**src/rtl/clk_rx_pkg.sv**
```systemverilog
// Shared types and default parameters for the divided-clock receiver.
// Holds the lock FSM state encoding and the default counter/lock settings.
package clk_rx_pkg;

  typedef enum logic [1:0] {
    ST_IDLE   = 2'd0,
    ST_MEAS   = 2'd1,
    ST_TRACK  = 2'd2,
    ST_LOCKED = 2'd3
  } rx_state_e;

  localparam int DEF_CNT_W  = 16;
  localparam int DEF_TOL    = 1;
  localparam int DEF_LOCK_N = 4;

endpackage

```
**src/rtl/clk_edge_rx_sync.sv**
```systemverilog
// Two-flop synchroniser plus an edge-detect flop for a slow asynchronous input.
// o_rise/o_fall are combinational off the registered stages, one cycle wide.
module sync_edge (
  input  logic clk,
  input  logic rst,
  input  logic i_sig,
  output logic o_rise,
  output logic o_fall
);

  logic r_s1;
  logic r_s2;
  logic r_s3;

  always_ff @(posedge clk or posedge rst) begin
    if (rst) begin
      r_s1 <= 1'b0;
      r_s2 <= 1'b0;
      r_s3 <= 1'b0;
    end else begin
      r_s1 <= i_sig;
      r_s2 <= r_s1;
      r_s3 <= r_s2;
    end
  end

  assign o_rise = r_s2 & ~r_s3;
  assign o_fall = ~r_s2 & r_s3;

endmodule

```
**src/rtl/clk_edge_rx.sv**
```systemverilog
// Receiver for a slow clock/strobe: edge pulses, rise-to-rise period, lock and timeout.
// Define DUTY_MEAS_EN to add high-time measurement (high_time/high_vld).
module clk_edge_rx
  import clk_rx_pkg::*;
#(
  parameter int CNT_W  = DEF_CNT_W,
  parameter int TOL    = DEF_TOL,
  parameter int LOCK_N = DEF_LOCK_N
) (
  input  logic             clk_in,
  input  logic             rst,
  input  logic             sig_in,
  output logic             rise_p,
  output logic             fall_p,
  output logic [CNT_W-1:0] period,
  output logic             period_vld,
`ifdef DUTY_MEAS_EN
  output logic [CNT_W-1:0] high_time,
  output logic             high_vld,
`endif
  output logic             locked,
  output logic             timeout,
  output logic [1:0]       state_dbg
);

  localparam int               MC_W    = (LOCK_N > 1) ? $clog2(LOCK_N) : 1;
  localparam logic [CNT_W-1:0] CNT_MAX = '1;
  localparam logic [CNT_W-1:0] CNT_ONE = CNT_W'(1);
  localparam logic [CNT_W-1:0] TOL_C   = CNT_W'(TOL);
  localparam logic [MC_W-1:0]  MC_LAST = MC_W'(LOCK_N - 1);
  localparam logic [MC_W-1:0]  MC_ONE  = MC_W'(1);

  logic             w_rise;
  logic             w_fall;
  logic             w_sat;
  logic             w_match;
  logic [CNT_W-1:0] w_diff;

  rx_state_e        r_state;
  logic [CNT_W-1:0] r_cnt;
  logic [CNT_W-1:0] r_ref;
  logic [MC_W-1:0]  r_mcnt;

  sync_edge u_sync (
    .clk    (clk_in),
    .rst    (rst),
    .i_sig  (sig_in),
    .o_rise (w_rise),
    .o_fall (w_fall)
  );

  // Larger-minus-smaller keeps the tolerance compare unsigned.
  assign w_diff    = (r_cnt >= r_ref) ? (r_cnt - r_ref) : (r_ref - r_cnt);
  assign w_match   = (w_diff <= TOL_C);
  assign w_sat     = (r_cnt == CNT_MAX) && !w_rise;
  assign state_dbg = r_state;

  always_ff @(posedge clk_in or posedge rst) begin
    if (rst) begin
      r_state    <= ST_IDLE;
      r_cnt      <= '0;
      r_ref      <= '0;
      r_mcnt     <= '0;
      rise_p     <= 1'b0;
      fall_p     <= 1'b0;
      period     <= '0;
      period_vld <= 1'b0;
      locked     <= 1'b0;
      timeout    <= 1'b0;
    end else begin
      rise_p     <= w_rise;
      fall_p     <= w_fall;
      period_vld <= 1'b0;
      // locked follows entry into LOCKED one cycle later; drops below override it.
      if (r_state == ST_LOCKED) begin
        locked <= 1'b1;
      end
      if (w_rise) begin
        r_cnt <= CNT_ONE;
        if (r_state != ST_IDLE) begin
          period     <= r_cnt;
          period_vld <= 1'b1;
        end
        unique case (r_state)
          ST_IDLE: begin
            r_state <= ST_MEAS;
            timeout <= 1'b0;
          end
          ST_MEAS: begin
            r_ref   <= r_cnt;
            r_mcnt  <= '0;
            r_state <= ST_TRACK;
          end
          ST_TRACK: begin
            if (w_match) begin
              if (r_mcnt == MC_LAST) begin
                r_state <= ST_LOCKED;
              end else begin
                r_mcnt <= r_mcnt + MC_ONE;
              end
            end else begin
              r_ref  <= r_cnt;
              r_mcnt <= '0;
            end
          end
          ST_LOCKED: begin
            if (!w_match) begin
              locked  <= 1'b0;
              r_ref   <= r_cnt;
              r_mcnt  <= '0;
              r_state <= ST_TRACK;
            end
          end
          default: r_state <= ST_IDLE;
        endcase
      end else if (w_sat) begin
        timeout <= 1'b1;
        locked  <= 1'b0;
        r_mcnt  <= '0;
        r_state <= ST_IDLE;
      end else begin
        r_cnt <= r_cnt + CNT_ONE;
      end
    end
  end

`ifdef DUTY_MEAS_EN
  logic [CNT_W-1:0] r_hcnt;

  always_ff @(posedge clk_in or posedge rst) begin
    if (rst) begin
      r_hcnt    <= '0;
      high_time <= '0;
      high_vld  <= 1'b0;
    end else begin
      high_vld <= 1'b0;
      if (w_rise) begin
        r_hcnt <= CNT_ONE;
      end else if (r_hcnt != CNT_MAX) begin
        r_hcnt <= r_hcnt + CNT_ONE;
      end
      if (w_fall) begin
        high_time <= r_hcnt;
        high_vld  <= (r_state != ST_IDLE);
      end
    end
  end
`endif

endmodule

```
**config.mk**
```make
export PLATFORM = sky130hd
export DESIGN_NAME = clk_edge_rx
export DESIGN_NICKNAME = d
export VERILOG_FILES = /design/src/rtl/clk_rx_pkg.sv /design/src/rtl/clk_edge_rx_sync.sv /design/src/rtl/clk_edge_rx.sv
export SDC_FILE = /design/constraint.sdc
export NUM_CORES = 1
export LEC_CHECK = 0
export CAP_MARGIN = 20
export CELL_PAD_IN_SITES_DETAIL_PLACEMENT = 0
export CELL_PAD_IN_SITES_GLOBAL_PLACEMENT = 1
export CORE_ASPECT_RATIO = 1.75
export CORE_UTILIZATION = 46
export DETAILED_ROUTE_END_ITERATION = 10
export PLACE_DENSITY = 0.79
export SLEW_MARGIN = 30
export SYNTH_ARGS = -nofsm -noshare
export SYNTH_HDL_FRONTEND = slang
export SYNTH_SLANG_ARGS = --single-unit
```
**constraint.sdc**
```tcl
create_clock -name clk_in -period 5.08 [get_ports clk_in]
set_input_delay 1.016 -clock clk_in [delete_from_list [all_inputs] [get_ports clk_in]]
set_output_delay 1.016 -clock clk_in [all_outputs]
set_load 0.05 [all_outputs]
```
Word level (Yosys, flattened, before mapping)
Index checks and enable logic that the tools add are counted.
{ "word_totals": {"reg_bits": 60, "output_inout_bits": 23, "elab_cells": 74} }
{ "op_classes": {"n_addsub": 4, "n_lt_le_gt_ge": 2, "n_eq_ne": 13, "n_mux": 26, "bitwise_logic": 4, "n_reduce_logical": 12} }
{ "op_table": {"columns": ["operator", "n"], "rows": [
  ["16-bit 2-to-1 mux", 4],
  ["16-bit one-hot mux with 2 select lines", 1],
  ["16-bit subtractor", 2],
  ["2-bit 2-to-1 mux", 9],
  ["16-bit by 1-bit adder with 16-bit output (second input constant)", 1],
  ["16-bit == test (second input constant)", 1],
  ["16-bit >= comparator", 1],
  ["16-bit by 1-bit <= comparator with 1-bit output (second input constant)", 1],
  ["1-bit 2-to-1 mux", 10],
  ["3-bit inequality test (second input constant)", 3],
  ["2-bit one-hot mux with 4 select lines", 1],
  ["4-bit AND reduction", 2],
  ["2-bit == test (second input constant)", 3],
  ["2-bit one-hot mux with 3 select lines", 1],
  ["2-bit nonzero test", 3],
  ["2-bit inequality test (second input constant)", 2],
  ["4-bit by 1-bit inequality test with 1-bit output (second input constant)", 1],
  ["4-bit inequality test (second input constant)", 1],
  ["2-bit AND reduction", 2],
  ["3-bit AND reduction", 1],
  ["2-bit by 1-bit adder with 2-bit output (second input constant)", 1],
  ["1-bit AND", 2],
  ["2-bit by 1-bit == test with 1-bit output (second input constant)", 1],
  ["2-bit zero test", 1],
  ["other kinds (5)", 6]
]} }

Logic depth before layout (Yosys ltp)
{ "depth": {"depth_word": 6, "ltp_mapped": 15, "mapped_depth_nobuf": 13} }

Cells and area by module
Synthesis repeated with hierarchy kept, for this count alone.
{ "hier_totals": {"hier_cells": 458, "hier_area_um2": 4311.6} }
{ "modules_own_cells": {"columns": ["mod", "n_inst", "cells_per_inst", "area_per_inst_um2", "seq_area_each_um2"], "rows": [
  ["clk_edge_rx", 1, 452, 4217.8, 1426.4],
  ["sync_edge", 1, 6, 93.8, 75.1]
]} }

Worst setup path after synthesis
No wires, ideal clock.
{ "synth_timing": {"path_type": "reg2reg", "startpoint": "register r_cnt[0]", "endpoint": "register r_ref[1]", "setup_time_ps": 130, "arrival_ps": 3655, "t_required_ps": 4950, "setup_slack_ps": 1295, "path_stages_with_launch": 15, "n_path_buf": 1, "period_less_slack_ps": 3785, "path_cell_list": "dfrtp_1 inv_1 ha_1 inv_1 fa_1 a21o_1 a2111o_1 a31o_1 a41o_1 or4b_1 a21o_1 a211oi_4 a41oi_4 buf_6 mux2i_1"} }
{ "synth_between": {"elab_chain_cells": 5, "word_cells_on_any_way": 7} }
{ "synth_lines": {"columns": ["item", "line", "text"], "rows": [
  ["start: declaration", "clk_edge_rx.sv:40", "logic [CNT_W-1:0] r_cnt;"],
  ["start signal: assignment", "clk_edge_rx.sv:122", "r_cnt <= r_cnt + CNT_ONE;"],
  ["16-bit subtractor or 16-bit >= comparator (tied branches)", "clk_edge_rx.sv:53", "assign w_diff = (r_cnt >= r_ref) ? (r_cnt - r_ref) : (r_ref - r_cnt);"],
  ["16-bit 2-to-1 mux (*)", "clk_edge_rx.sv:53", null],
  ["16-bit by 1-bit <= comparator with 1-bit output (*)", "clk_edge_rx.sv:54", "assign w_match = (w_diff <= TOL_C);"],
  ["2-bit inequality test (no source line) (*)", null, null],
  ["3-bit AND reduction (no source line) (*)", null, null],
  ["end signal: assignment", "clk_edge_rx.sv:90", "r_ref <= r_cnt;"],
  ["end signal: assignment", "clk_edge_rx.sv:102", "r_ref <= r_cnt;"],
  ["end signal: assignment", "clk_edge_rx.sv:109", "r_ref <= r_cnt;"],
  ["end: declaration", "clk_edge_rx.sv:41", "logic [CNT_W-1:0] r_ref;"]
]} }
Every way passes the cells marked *; elsewhere a longest branch is shown, timed or not.
A chain may end at the register's enable or synchronous reset.

Worst setup path in the final report
{ "layout_timing": {"startpoint": "register r_cnt[0]", "endpoint": "register r_ref[15]"} }
Same word-level chain as after synthesis.

==> summary.txt <==
Run status
  • Run status: complete, no violations

Job
  • Max Cap Viol: 0

Routing
  • 1st-pass router iterations: 4
  • WL per Instance: about 17 um
  • Vias/cell: about 5.7
  • # DRC: 0
  • Drt first-iter violations: approximately 260
  • ANT nets after route: 0
  • Total Routed Length: ~11000 um
  • DR vias: ~3500

Layout
  • Layout cell share with drive strength beyond 1: roughly 4.6%
  • Reg area: around 1500 um^2
  • Fillers: around 830
  • Most frequent cells in the layout: 60 x dfrtp_1, 44 x inv_1, 41 x nor2_1, 36 x nand2_1, 34 x a21oi_1
  • Final #Nets: 528
  • Most common cell after layout, fill and taps aside: dfrtp_1
  • Layout area overhead: 14.4%
  • Final core occ: roughly 55%
  • Multi-input logic area: 2420 um^2
  • Antenna cells: 0

Worst setup path
  • Critical-path maximum fanout: 16
  • RR Endpoint: r_ref[15]
  • Crit path max-delay cell type: or4b_1
  • R2R Setup Slk: 0.58 ns
  • CP endpoint kind: flop
  • FF-to-FF path depth: 13
  • Delay-heaviest family, CP: compound AO/OA/AOI/OAI gates
  • Crit start category: flop
  • Buffers plus inverters on the worst setup path: 2
  • Crit path depth: 13
  • Crit-path cells: inv_1 -> ha_1 -> inv_1 -> fa_1 -> a21o_1 -> a2111o_1 -> a31o_1 -> a41o_1 -> or4b_1 -> a21o_1 -> a211oi_4 -> a41oi_4 -> mux2_2
  • Largest stage delay on the critical path: about 0.56 ns
  • Critical path type: flop to flop
  • CP required: between 5 and 6 ns
  • Reg2reg start: r_cnt[0]
  • Critical path arrival: between 4 and 5 ns

Clock network
  • Setup bufs post-CTS: 0
  • Root Buffer: clkbuf_16
  • H-tree levels: 3
  • CTS Hold Bufs: 0
  • Number of buffers created by CTS: 9
  • Clock Pin Slew Worst Setup and Hold Paths: 0.05 ns
  • Worst-Skew Late Latency: 0.33 ns
  • Max Root-Sink Buffers: 2
  • CTS resizes: 0
  • # clock sinks: 60
  • CTS tree: done

Power
  • Comb pwr share: 57.7%
  • P_int: 1.50 mW
  • Seq pwr share: between 20% and 30%
  • Pwr dens: approximately 560 nW/um^2
  • LEAKAGE: between 2 and 2.5 nW
  • Clock network fraction of total power: roughly 20%
  • Maximum vdd drop: 0.306 mV
  • Sw frac: between 40 and 50%
  • Sw power: about 1.2 mW

Floorplanning
  • Core Region: just under 9000 um^2
  • Initial core utilization: about 48%
  • FP Rows: 45
  • DIE AREA: approximately 9500 um^2
  • Die Y: 128 um
  • Ports: 26
  • Die X: roughly 74 um

Worst hold path
  • Min-Delay Path Class: flop to flop
  • WHS Endpoint: u_sync.r_s2
  • Hold path depth: 0
  • Hold Startpoint: u_sync.r_s1

Global routing
  • Global-route wire length before repair: approximately 17000 um
  • Antenna violations before repair: 0
  • Number of global-route vias before repair: approximately 3500
  • Remaining global-route overflow: 0
  • Largest net degree at the start of global routing: 35
  • All-Layer GR Usage: approximately 25%

Synth
  • Net Count, Synth: about 510
  • Post-Syn Area: 4180 um^2
  • Top_reg_cell synth: dfrtp_1
  • Area contributors post-synth: dfrtp_1 36%, ha_1 9.9%, mux2i_1 5.3%
  • Post-synthesis sequential area ratio: around 36%
  • Area share of the largest cell type after synthesis: a little over a third
  • Ys async rst share: between 90% and 100%
  • #FFs+latches synth: 60
  • Post-synth EDFFs: 0
  • Synth cell types: 60
  • Syn_area_per_cell: ~9 um^2
  • Synth warnings: 0
  • Synth area leader: dfrtp_1
  • Syn Inst Count: between 400 and 500

STA
  • Worst Max-Slew Pin Slew: ~0.77 ns
  • Slew headroom: between 40% and 50%
  • Period Utilization, post-route: 88.6%
  • Hold Vio Cnt, Final: 0
  • Setup violation total in the final timing report: 0
  • RSZ-0062 raised after global routing: false
  • Setup Skew: ~0.006 ns
  • Fin. max-slew vios: 0
  • Setup tns final: 0 ns
  • Tmin final: ~4.5 ns
  • Fmax achieved: approximately 0.22 GHz

Placement
  • Number of port buffers: 25
  • Placer Congestion: roughly 0.88
  • HPWL after detailed placement: between 8000 and 9000 um
-- cell type report --
| cell class | instances | share of cell area, % |
|---|---|---|
| inverters | 46 | 3.61 |
| multi-input cells | 345 | 50.7 |
| repair buffers | 28 | 5.71 |
| well taps | 117 | 3.06 |
| clock inverters | 2 | 0.209 |
| flip-flops and latches | 60 | 31.4 |
| clock buffers | 14 | 5.31 |
-- cell families (layout without fill, tap and decap cells) --
kind of cell	count (synthesis)	count (layout)	share of synthesized area (%)
muxes	24	24	5.81
and+or+nand+nor	136	136	15.7
buffers and inverters	64	90	6.32
DFF	60	60	35.9
adders and majority gates	35	35	10.8
AOI/OAI and AO/OA	127	127	20.5
xor gates and xnor gates	23	23	4.82
-- through the flow --
step	hold WS, ns	instances	power (mW)	area (um^2)	setup slack (ns)
after floorplan	0.331	469	1.77	4180	1.29
after CTS	0.373	612	2.67	4780	0.556
after global routing	0.376	612	2.81	4780	0.296
after detailed placement	0.336	596	2.12	4520	0.575
final	0.367	612	2.67	4780	0.577
after global placement	0.350	596	2.11	4510	0.692
-- registers in the layout, summed over array words and instances (netlist names), 2 cells and up, named ones only --
register / cells
r_mcnt: 2
state_dbg: 2
r_cnt: 16
r_ref: 16
period: 16
-- power by group through the flow --
stage | Clock, mW | Combinational, mW | Sequential [mW]
5_1_grt | 0.564 | 1.65 | 0.600
4_1_cts | 0.545 | 1.53 | 0.592
6_report | 0.536 | 1.54 | 0.593
3_5_place_dp | 0 | 1.52 | 0.598
3_3_place_gp | 0 | 1.51 | 0.594
2_1_floorplan | 0 | 1.10 | 0.672
-- worst max-delay path by stage --
| stage | start | slack [ns] | to |
|---|---|---|---|
| 5_1_grt | r_cnt[0] | 0.30 | r_ref[15] |
| 3_5_place_dp | r_cnt[0] | 0.57 | r_ref[15] |
| 3_3_place_gp | r_cnt[0] | 0.69 | r_ref[15] |
| 6_report | r_cnt[0] | 0.58 | r_ref[15] |
| 4_1_cts | r_cnt[0] | 0.56 | r_ref[15] |
| 2_1_floorplan | r_cnt[0] | 1.29 | r_ref[1] |
-- routing by layer --
metal | global-route usage [%] | wire, um | up-vias | share of wire (%)
met1 | 29.9 | 4450 | 1662 | 42
li1 | - | - | 1705 | -
met2 | 40.3 | 5310 | 69 | 50
met3 | 2.91 | 232 | 39 | 2.2
met5 | 0 | 0 | - | 0
met4 | 16.0 | 564 | 0 | 5.3
-- synthesized netlist by cell type, types with 11 or more instances --
cell type  instances
a21oi_1           34
a21o_1            12
clkbuf_1          13
xnor2_1           19
nand2_1           36
ha_1              33
inv_1             45
nor2_1            41
o21ai_0           31
dfrtp_1           60
mux2i_1           22
nand3_1           11
(Power assumes the default switching activity.)
